**src/rtl/uart_pkg.sv**
```systemverilog
// ============================================================================
// Module      : uart_pkg
// Description : Shared types and constants for the UART receive path.
// Revision    : 1.0 - initial release
// ============================================================================
`default_nettype none

package uart_pkg;

  // Receiver states.
  typedef enum logic [1:0] {
    IDLE  = 2'd0,
    START = 2'd1,
    DATA  = 2'd2,
    STOP  = 2'd3
  } uart_rx_state_t;

  localparam int UART_DATA_BITS            = 8;
  localparam int UART_DEFAULT_CLKS_PER_BIT = 5208;

  // 2-of-3 vote used by the majority sampling build.
  function automatic logic maj3(input logic a, input logic b, input logic c);
    return (a & b) | (a & c) | (b & c);
  endfunction

endpackage

`default_nettype wire

```
**src/rtl/uart_rx_sync.sv**
```systemverilog
// ============================================================================
// Module      : uart_rx_sync
// Description : Two-flop synchroniser for the asynchronous rx pin, plus a
//               previous-value flop giving a falling-edge strobe. All flops
//               reset to 1 (line idle).
// Revision    : 1.0 - initial release
// ============================================================================
`default_nettype none

module uart_rx_sync (
  input  logic clk,
  input  logic rst_n,
  input  logic i_rx,
  output logic o_rx,
  output logic o_fall
);

  logic r_meta;
  logic r_sync;
  logic r_prev;

  // Resolve metastability over two flops, then keep one cycle of history.
  always_ff @(posedge clk or negedge rst_n) begin
    if (!rst_n) begin
      r_meta <= 1'b1;
      r_sync <= 1'b1;
      r_prev <= 1'b1;
    end else begin
      r_meta <= i_rx;
      r_sync <= r_meta;
      r_prev <= r_sync;
    end
  end

  assign o_rx   = r_sync;
  assign o_fall = r_prev & ~r_sync;

endmodule

`default_nettype wire

```
**src/rtl/uart_rx.sv**
```systemverilog
// ============================================================================
// Module      : uart_rx
// Description : 8N1 UART receiver, LSB first, fixed baud from CLKS_PER_BIT.
//               Samples each bit at its centre and presents the byte with a
//               one-cycle valid strobe; a low stop bit gives a one-cycle
//               frame_err strobe and the byte is dropped.
//               Optional macro UART_RX_MAJORITY_EN: each sample becomes a
//               2-of-3 vote over the last three synchronised values, decided
//               on the same cycle as the single-sample build.
// Revision    : 1.0 - initial release
// ============================================================================
`default_nettype none

module uart_rx
  import uart_pkg::*;
#(
  parameter int CLKS_PER_BIT = UART_DEFAULT_CLKS_PER_BIT
) (
  input  logic                      clk,
  input  logic                      rst_n,
  input  logic                      rx,
  output logic [UART_DATA_BITS-1:0] data,
  output logic                      valid,
  output logic                      frame_err,
  output logic                      busy
);

  localparam int c_cnt_w = $clog2(CLKS_PER_BIT);
  localparam int c_half  = CLKS_PER_BIT / 2;

  // Terminal counts: start sample sits half a bit in, the rest a full bit apart.
  localparam logic [c_cnt_w-1:0] c_half_last = c_cnt_w'(c_half - 1);
  localparam logic [c_cnt_w-1:0] c_bit_last  = c_cnt_w'(CLKS_PER_BIT - 1);
  localparam logic [2:0]         c_idx_last  = 3'(UART_DATA_BITS - 1);

  logic w_rx;
  logic w_fall;
  logic w_bit;

  uart_rx_sync u_sync (
    .clk    (clk),
    .rst_n  (rst_n),
    .i_rx   (rx),
    .o_rx   (w_rx),
    .o_fall (w_fall)
  );

`ifdef UART_RX_MAJORITY_EN
  logic [1:0] r_hist;

  // Keep the two previous synchronised values so the vote lands on the target count.
  always_ff @(posedge clk or negedge rst_n) begin
    if (!rst_n) begin
      r_hist <= 2'b11;
    end else begin
      r_hist <= {r_hist[0], w_rx};
    end
  end

  assign w_bit = maj3(r_hist[1], r_hist[0], w_rx);
`else
  assign w_bit = w_rx;
`endif

  uart_rx_state_t            r_state;
  logic [c_cnt_w-1:0]        r_cnt;
  logic [2:0]                r_idx;
  logic [UART_DATA_BITS-1:0] r_shift;
  logic [UART_DATA_BITS-1:0] r_data;
  logic                      r_valid;
  logic                      r_frame_err;
  logic                      r_busy;

  // Frame sequencer: start qualification, data shift-in, stop check, strobes.
  always_ff @(posedge clk or negedge rst_n) begin
    if (!rst_n) begin
      r_state     <= IDLE;
      r_cnt       <= '0;
      r_idx       <= '0;
      r_shift     <= '0;
      r_data      <= '0;
      r_valid     <= 1'b0;
      r_frame_err <= 1'b0;
      r_busy      <= 1'b0;
    end else begin
      r_valid     <= 1'b0;
      r_frame_err <= 1'b0;
      case (r_state)
        IDLE: begin
          if (w_fall) begin
            r_cnt   <= '0;
            r_busy  <= 1'b1;
            r_state <= START;
          end
        end
        START: begin
          if (r_cnt == c_half_last) begin
            if (w_bit) begin
              // Line back high at mid start bit: treat as a glitch.
              r_busy  <= 1'b0;
              r_state <= IDLE;
            end else begin
              r_cnt   <= '0;
              r_idx   <= '0;
              r_state <= DATA;
            end
          end else begin
            r_cnt <= r_cnt + 1'b1;
          end
        end
        DATA: begin
          if (r_cnt == c_bit_last) begin
            r_cnt   <= '0;
            r_shift <= {w_bit, r_shift[UART_DATA_BITS-1:1]};
            if (r_idx == c_idx_last) begin
              r_state <= STOP;
            end else begin
              r_idx <= r_idx + 1'b1;
            end
          end else begin
            r_cnt <= r_cnt + 1'b1;
          end
        end
        STOP: begin
          if (r_cnt == c_bit_last) begin
            // Back to IDLE at the stop centre so an immediate next start is seen.
            r_cnt   <= '0;
            r_busy  <= 1'b0;
            r_state <= IDLE;
            if (w_bit) begin
              r_data  <= r_shift;
              r_valid <= 1'b1;
            end else begin
              r_frame_err <= 1'b1;
            end
          end else begin
            r_cnt <= r_cnt + 1'b1;
          end
        end
        default: begin
          r_state <= IDLE;
          r_busy  <= 1'b0;
        end
      endcase
    end
  end

  assign data      = r_data;
  assign valid     = r_valid;
  assign frame_err = r_frame_err;
  assign busy      = r_busy;

endmodule

`default_nettype wire

```
**config.mk**
```make
export PLATFORM = sky130hd
export DESIGN_NAME = uart_rx
export DESIGN_NICKNAME = d
export VERILOG_FILES = /design/src/rtl/uart_pkg.sv /design/src/rtl/uart_rx_sync.sv /design/src/rtl/uart_rx.sv
export SDC_FILE = /design/constraint.sdc
export NUM_CORES = 1
export LEC_CHECK = 0
export CAP_MARGIN = 20
export CORE_UTILIZATION = 45
export DETAILED_ROUTE_END_ITERATION = 7
export HOLD_SLACK_MARGIN = 0.03
export MAX_ROUTING_LAYER = met4
export PLACE_DENSITY_LB_ADDON = 0.25
export SYNTH_ARGS = -nofsm -noshare
export SYNTH_HDL_FRONTEND = slang
export SYNTH_SLANG_ARGS = --single-unit
export TNS_END_PERCENT = 1
```
**constraint.sdc**
```tcl
create_clock -name clk -period 2.3 [get_ports clk]
set_input_delay 0.345 -clock clk [delete_from_list [all_inputs] [get_ports clk]]
set_output_delay 0.345 -clock clk [all_outputs]
set_load 0.02 [all_outputs]
```
# Word-level counts from Yosys, hierarchy flattened
# Index checks and enable logic that the tools add are counted.
# Widths: inputs -> output; s select.
[totals] input_bits=3 regBits=40 wordCells=68 out_inout_bits=11
[op_classes] n_eq_ne=15 muxes=28 bitwise=2 reduce_logical=10 add_sub_neg=2
[ops] operator="$mux 13" count=4
[ops] operator="$pmux 13 s3" count=1
[ops] operator="$reduce_and 5->1" count=3
[ops] operator="$add 13x1->13 const B" count=1
[ops] operator="$eq 13x12->1 const B" count=1
[ops] operator="$eq 13x13->1 const B" count=1
[ops] operator="$mux 2" count=6
[ops] operator="$mux 3" count=4
[ops] operator="$ne 2x2->1 const B" count=6
[ops] operator="$mux 1" count=10
[ops] operator="$pmux 2 s4" count=1
[ops] operator="$pmux 3 s2" count=1
[ops] operator="$eq 2x2->1 const B" count=2
[ops] operator="$ne 2x1->1 const B" count=2
[ops] operator="$reduce_and 2->1" count=2
[ops] operator="$add 3x1->3 const B" count=1
[ops] operator="$eq 3x3->1 const B" count=1
[ops] operator="$ne 3x3->1 const B" count=1
[ops] operator="$pmux 1 s3" count=1
[ops] operator="$reduce_and 3->1" count=1
[ops] operator="$reduce_bool 3->1" count=1
[ops] operator="$eq 2x1->1 const B" count=1
[ops] operator="$logic_not 2->1" count=1
[ops] operator="$reduce_bool 2->1" count=1
[ops] operator="3 further kinds" count=3

# Longest topological paths before layout
[logic_depth] word_depth=4 depth_mapped=7 ltp_nobuf=6

# Hierarchy
# Synthesis repeated with hierarchy kept, for this count alone.
[unflattened] hier_cells=163 hier_area_um2=1915.6
[by_module_without_submodules] module="uart_rx" area_each_um2=1823.0 cells_each=159 instances=1 seq_area_each_um2=925.9
[by_module_without_submodules] module="uart_rx_sync" area_each_um2=92.6 cells_each=4 instances=1 seq_area_each_um2=78.8

# Least setup slack after synthesis
# OpenSTA, ideal clock, no wires.
[synth_timing] path_kind="reg2reg" startpoint="register r_cnt[0]" endpoint="register r_data[0] (netlist: data[0])" t_required_ps=2175 arrival_ps=1603 path_stages_with_launch=7 setup_ps=125 n_path_buf=0 path_slack_ps=572 synth_period_minus_slack_ps=1728 cell_sequence="dfrtp_1 > ha_1 > and2_1 > and4_1 > and3_4 > nand2_8 > mux2_4"
[synth_between] elab_chain_len=2
[synth_rtl] element="start: declaration" line="uart_rx.sv:66" source="logic [c_cnt_w-1:0] r_cnt;"
[synth_rtl] element="start signal: assignment" line="uart_rx.sv:108" source="r_cnt <= r_cnt + 1'b1;"
[synth_rtl] element="start signal: assignment" line="uart_rx.sv:121" source="r_cnt <= r_cnt + 1'b1;"
[synth_rtl] element="start signal: assignment" line="uart_rx.sv:137" source="r_cnt <= r_cnt + 1'b1;"
[synth_rtl] element="$eq 13x13->1" line="uart_rx.sv:125" source="if (r_cnt == c_bit_last) begin"
[synth_rtl] element="$reduce_and 3->1 (no line)"
[synth_rtl] element="end signal: assignment" line="uart_rx.sv:131" source="r_data <= r_shift;"
[synth_rtl] element="end: declaration" line="uart_rx.sv:69" source="logic [UART_DATA_BITS-1:0] r_data;"
# Every way passes these cells.
# A chain may end at the register's enable or synchronous reset.

# Final worst setup path
[layout_timing] startpoint="register r_cnt[0]" endpoint="register r_cnt[6]"
[layout_between] elab_chain_len=3 elab_cells_between_ends=8 classes_between="1 x add/sub; 3 x eq/ne; 3 x mux; 1 x reduce/logical"
[layout_rtl] element="$add 13x1->13, or another cell as far along" line="uart_rx.sv:108, uart_rx.sv:121, uart_rx.sv:137"
[layout_rtl] element="$mux 13, or another cell as far along" line="uart_rx.sv:112, uart_rx.sv:125"
[layout_rtl] element="$pmux 13 s3 / $reduce_and 2->1 (equally long branches)"
# Several ways; a longest one is shown, not always the timed one.

==> key figures <==
Floorplanning
  • Core area: 4058 um2
  • Row count: 23
  • Die H: 67.33 um
  • Die ar.: 4533 um2
  • Chip width: 67.33 um
  • Initial cell density of the core: 0.4733
  • # IOs: 14

Synth
  • Yosys warns: 0
  • Mapped Area: roughly 1900 um2
  • Sequential element share of the synthesized area: 0.5231
  • Synthesized flop and latch total: 40
  • Mapped Nets: 160
  • Ys async rst share: 1.000
  • Mapped Cells: 154
  • Avg Inst Size Synth: between 10 and 15 um2
  • Netlist cell types: 46
  • Main flop type after synthesis: dfrtp_1
  • Post-synth EDFFs: 0

Hold path
  • Min-Delay Path Class: in -> async

Finish
  • Share of cells above drive strength 1: 0.2294
  • Nets: 176
  • Most frequent cells in the layout: 37 x dfrtp_1, 12 x clkdlybuf4s50_1, 10 x nand2_1, 9 x mux2_2
  • Commonest non-fill, non-tap cell in the layout: dfrtp_1
  • P&R area growth vs syn: 12.64%
  • ANT cells: 0

Run status
  • Status: completed

Drt
  • Initial DRT Pass Iterations: 4
  • DRC: 0
  • Detailed-route vias per instance: 5.750
  • Vias: approximately 1.3k
  • First-iteration detailed-routing DRC count: just under 60
  • Routed len/inst: 15.35 um
  • Remaining antenna violation count: 0
  • Final WL: approximately 3400 um

STA
  • Fin crit share: 0.8677
  • Worst-Margin Slew: 0.8421 ns
  • Clock skew: 0.003360 ns
  • Final setup vio count: 0
  • FMAX: approximately 0.5 GHz
  • Tmin final: 1.996 ns
  • Fin. Hold Viols: 0
  • Rel. slew slack: 0.4386
  • Unrepaired setup endpoints after global routing: no
  • Setup TNS: 0 ns
  • Final Slew Violations: 0

Setup path
  • Arr. time, crit path: 2.20 ns
  • Crit Path Max Fanout: 17
  • CP Class: reg -> reg
  • Critical path required time: approximately 2.5 ns
  • CP startpoint kind: flop
  • CP Capture Type: flop
  • Worst r2r path cells: 7
  • Reg-to-reg slack, setup: 0.30 ns

Clock tree
  • CTS buffer count: 5
  • PostCTS Resize Cnt: 0
  • H-tree level count: 2
  • Cts-stage hold buffer count: 0
  • Clock Pin Slew Worst Setup and Hold Paths: roughly 0.07 ns
  • Clk sinks: 40
  • CTS max path bufs: 2
  • Root Driver: clkbuf_8
  • CTS tree: yes
  • Postcts setup bufs: 0
  • Clock latency on the worst-skew pair: around 0.28 ns

Global routing
  • Remaining global-route overflow: 0
  • Largest net degree at the start of global routing: 41
  • Aggregate global-route resource usage: 0.1780
  • Vias in the first global route: between 1k and 1.5k
  • Initial antenna violation count: 0
  • First-pass GRT wire length: 5706 um

Pwr
  • P per Cell Area: about 640 nW/um2
  • Power consumption: 1377 uW
  • Leak Pwr: 0.001008 uW
  • Max IR drop VDD: 0.0003563 V

Place
  • Detailed Place HPWL: 2334 um
  • GP Congestion: 0.8884
  • Port Buffers: 13

Run
  • Max_cap viols: 0
## per-stage QoR
| stage | hold WS, ns | utilization | instance area (um2) | instances | worst slack (ns) |
|---|---|---|---|---|---|
| after floorplan | 0.04941 | - | 1921 | 154 | 0.5720 |
| after global placement | 0.3486 | 0.5131 | 2082 | 213 | 0.4115 |
| after detailed placement | 0.3468 | 0.5131 | 2082 | 213 | 0.3547 |
| after CTS | 0.1941 | 0.5331 | 2163 | 220 | 0.3228 |
| after global routing | 0.2338 | 0.5331 | 2163 | 220 | 0.1567 |
| final | 0.1627 | 0.5331 | 2163 | 220 | 0.3044 |
## where the power goes
part	internal [uW]	total, uW	switching, uW
logic	68.1	155	86.5
registers	739	785	46.0
clock network	205	437	232
total	1010	1380	365
## layer usage
layer | track usage | share of wire | vias up
met5 | - | 0 | -
met4 | 0.07713 | 0.0062 | 0
met3 | 0.05574 | 0.037 | 2
li1 | - | - | 604
met1 | 0.2257 | 0.47 | 631
met2 | 0.2600 | 0.48 | 28
## worst max-delay path, stage by stage (launching register included)
cell	delay [ns]
dfrtp_1	0.41
ha_1	0.28
and2_1	0.19
and4_1	0.22
o2bb2ai_2	0.26
buf_4	0.27
o21ai_0	0.11
a31oi_1	0.18
## cell families (layout without fill, tap and decap cells)
group                    count (synthesis)  count (layout)  share of synthesized area
flip-flops                              40              40                     0.5231
buffers and inverters                   10              26                    0.03127
AO/OA/AOI/OAI                           33              33                     0.1251
adder cells (fa/ha/maj)                  3               3                    0.01955
AND/OR/NAND/NOR                         46              46                     0.1629
XOR/XNOR                                 5               5                    0.02280
multiplexers                            17              17                     0.1153
## final cells by class
type	count	area (um2)
Fill cell	351	1894
Sequential cell	40	1005
Multi-Input combinational cell	104	855.8
Timing Repair Buffer	16	147.6
Clock buffer	5	68.82
Tap cell	50	62.56
Clock inverter	2	12.51
Inverter	3	11.26
## path summary, 6_finish.rpt
check / from / endpoint
min in group clk: u_sync.r_meta$_DFF_PN1_ / u_sync.o_rx$_DFF_PN1_
worst min register to register: u_sync.r_meta$_DFF_PN1_ / u_sync.o_rx$_DFF_PN1_
max in group asynchronous: rst_n / r_shift[4]$_DFFE_PN0P_
worst max register to register: r_cnt[0]$_DFFE_PN0P_ / r_cnt[6]$_DFFE_PN0P_
worst min-delay path: rst_n / r_cnt[7]$_DFFE_PN0P_
worst max-delay path: r_cnt[0]$_DFFE_PN0P_ / r_cnt[6]$_DFFE_PN0P_
## sequential cells by signal, summed over array words and instances (netlist names), named ones only
name           cells
busy               1
r_shift            8
u_sync.o_rx        1
r_idx              3
valid              1
r_cnt             13
data               8
u_sync.r_prev      1
frame_err          1
r_state            1
u_sync.r_meta      1
## synth_stat cells, types with 2 or more instances
| master | n | area (um2) |
|---|---|---|
| a21oi_1 | 5 | 25.02 |
| a22o_1 | 8 | 70.07 |
| a31oi_1 | 8 | 50.05 |
| and4_1 | 3 | 26.28 |
| and4b_1 | 2 | 20.02 |
| buf_2 | 3 | 15.01 |
| buf_6 | 2 | 22.52 |
| dfrtp_1 | 37 | 925.9 |
| dfstp_2 | 3 | 78.83 |
| ha_1 | 3 | 37.54 |
| inv_1 | 3 | 11.26 |
| mux2_2 | 9 | 101.4 |
| mux2_4 | 8 | 120.1 |
| nand2_1 | 10 | 37.54 |
| nand3_1 | 5 | 25.02 |
| nor2_1 | 7 | 26.28 |
| nor2b_1 | 3 | 18.77 |
| nor3_1 | 2 | 10.01 |
| o21ai_0 | 2 | 10.01 |
| o21ai_1 | 2 | 10.01 |
| xnor2_1 | 4 | 35.03 |
No activity file was read; power rests on OpenSTA's default activity.
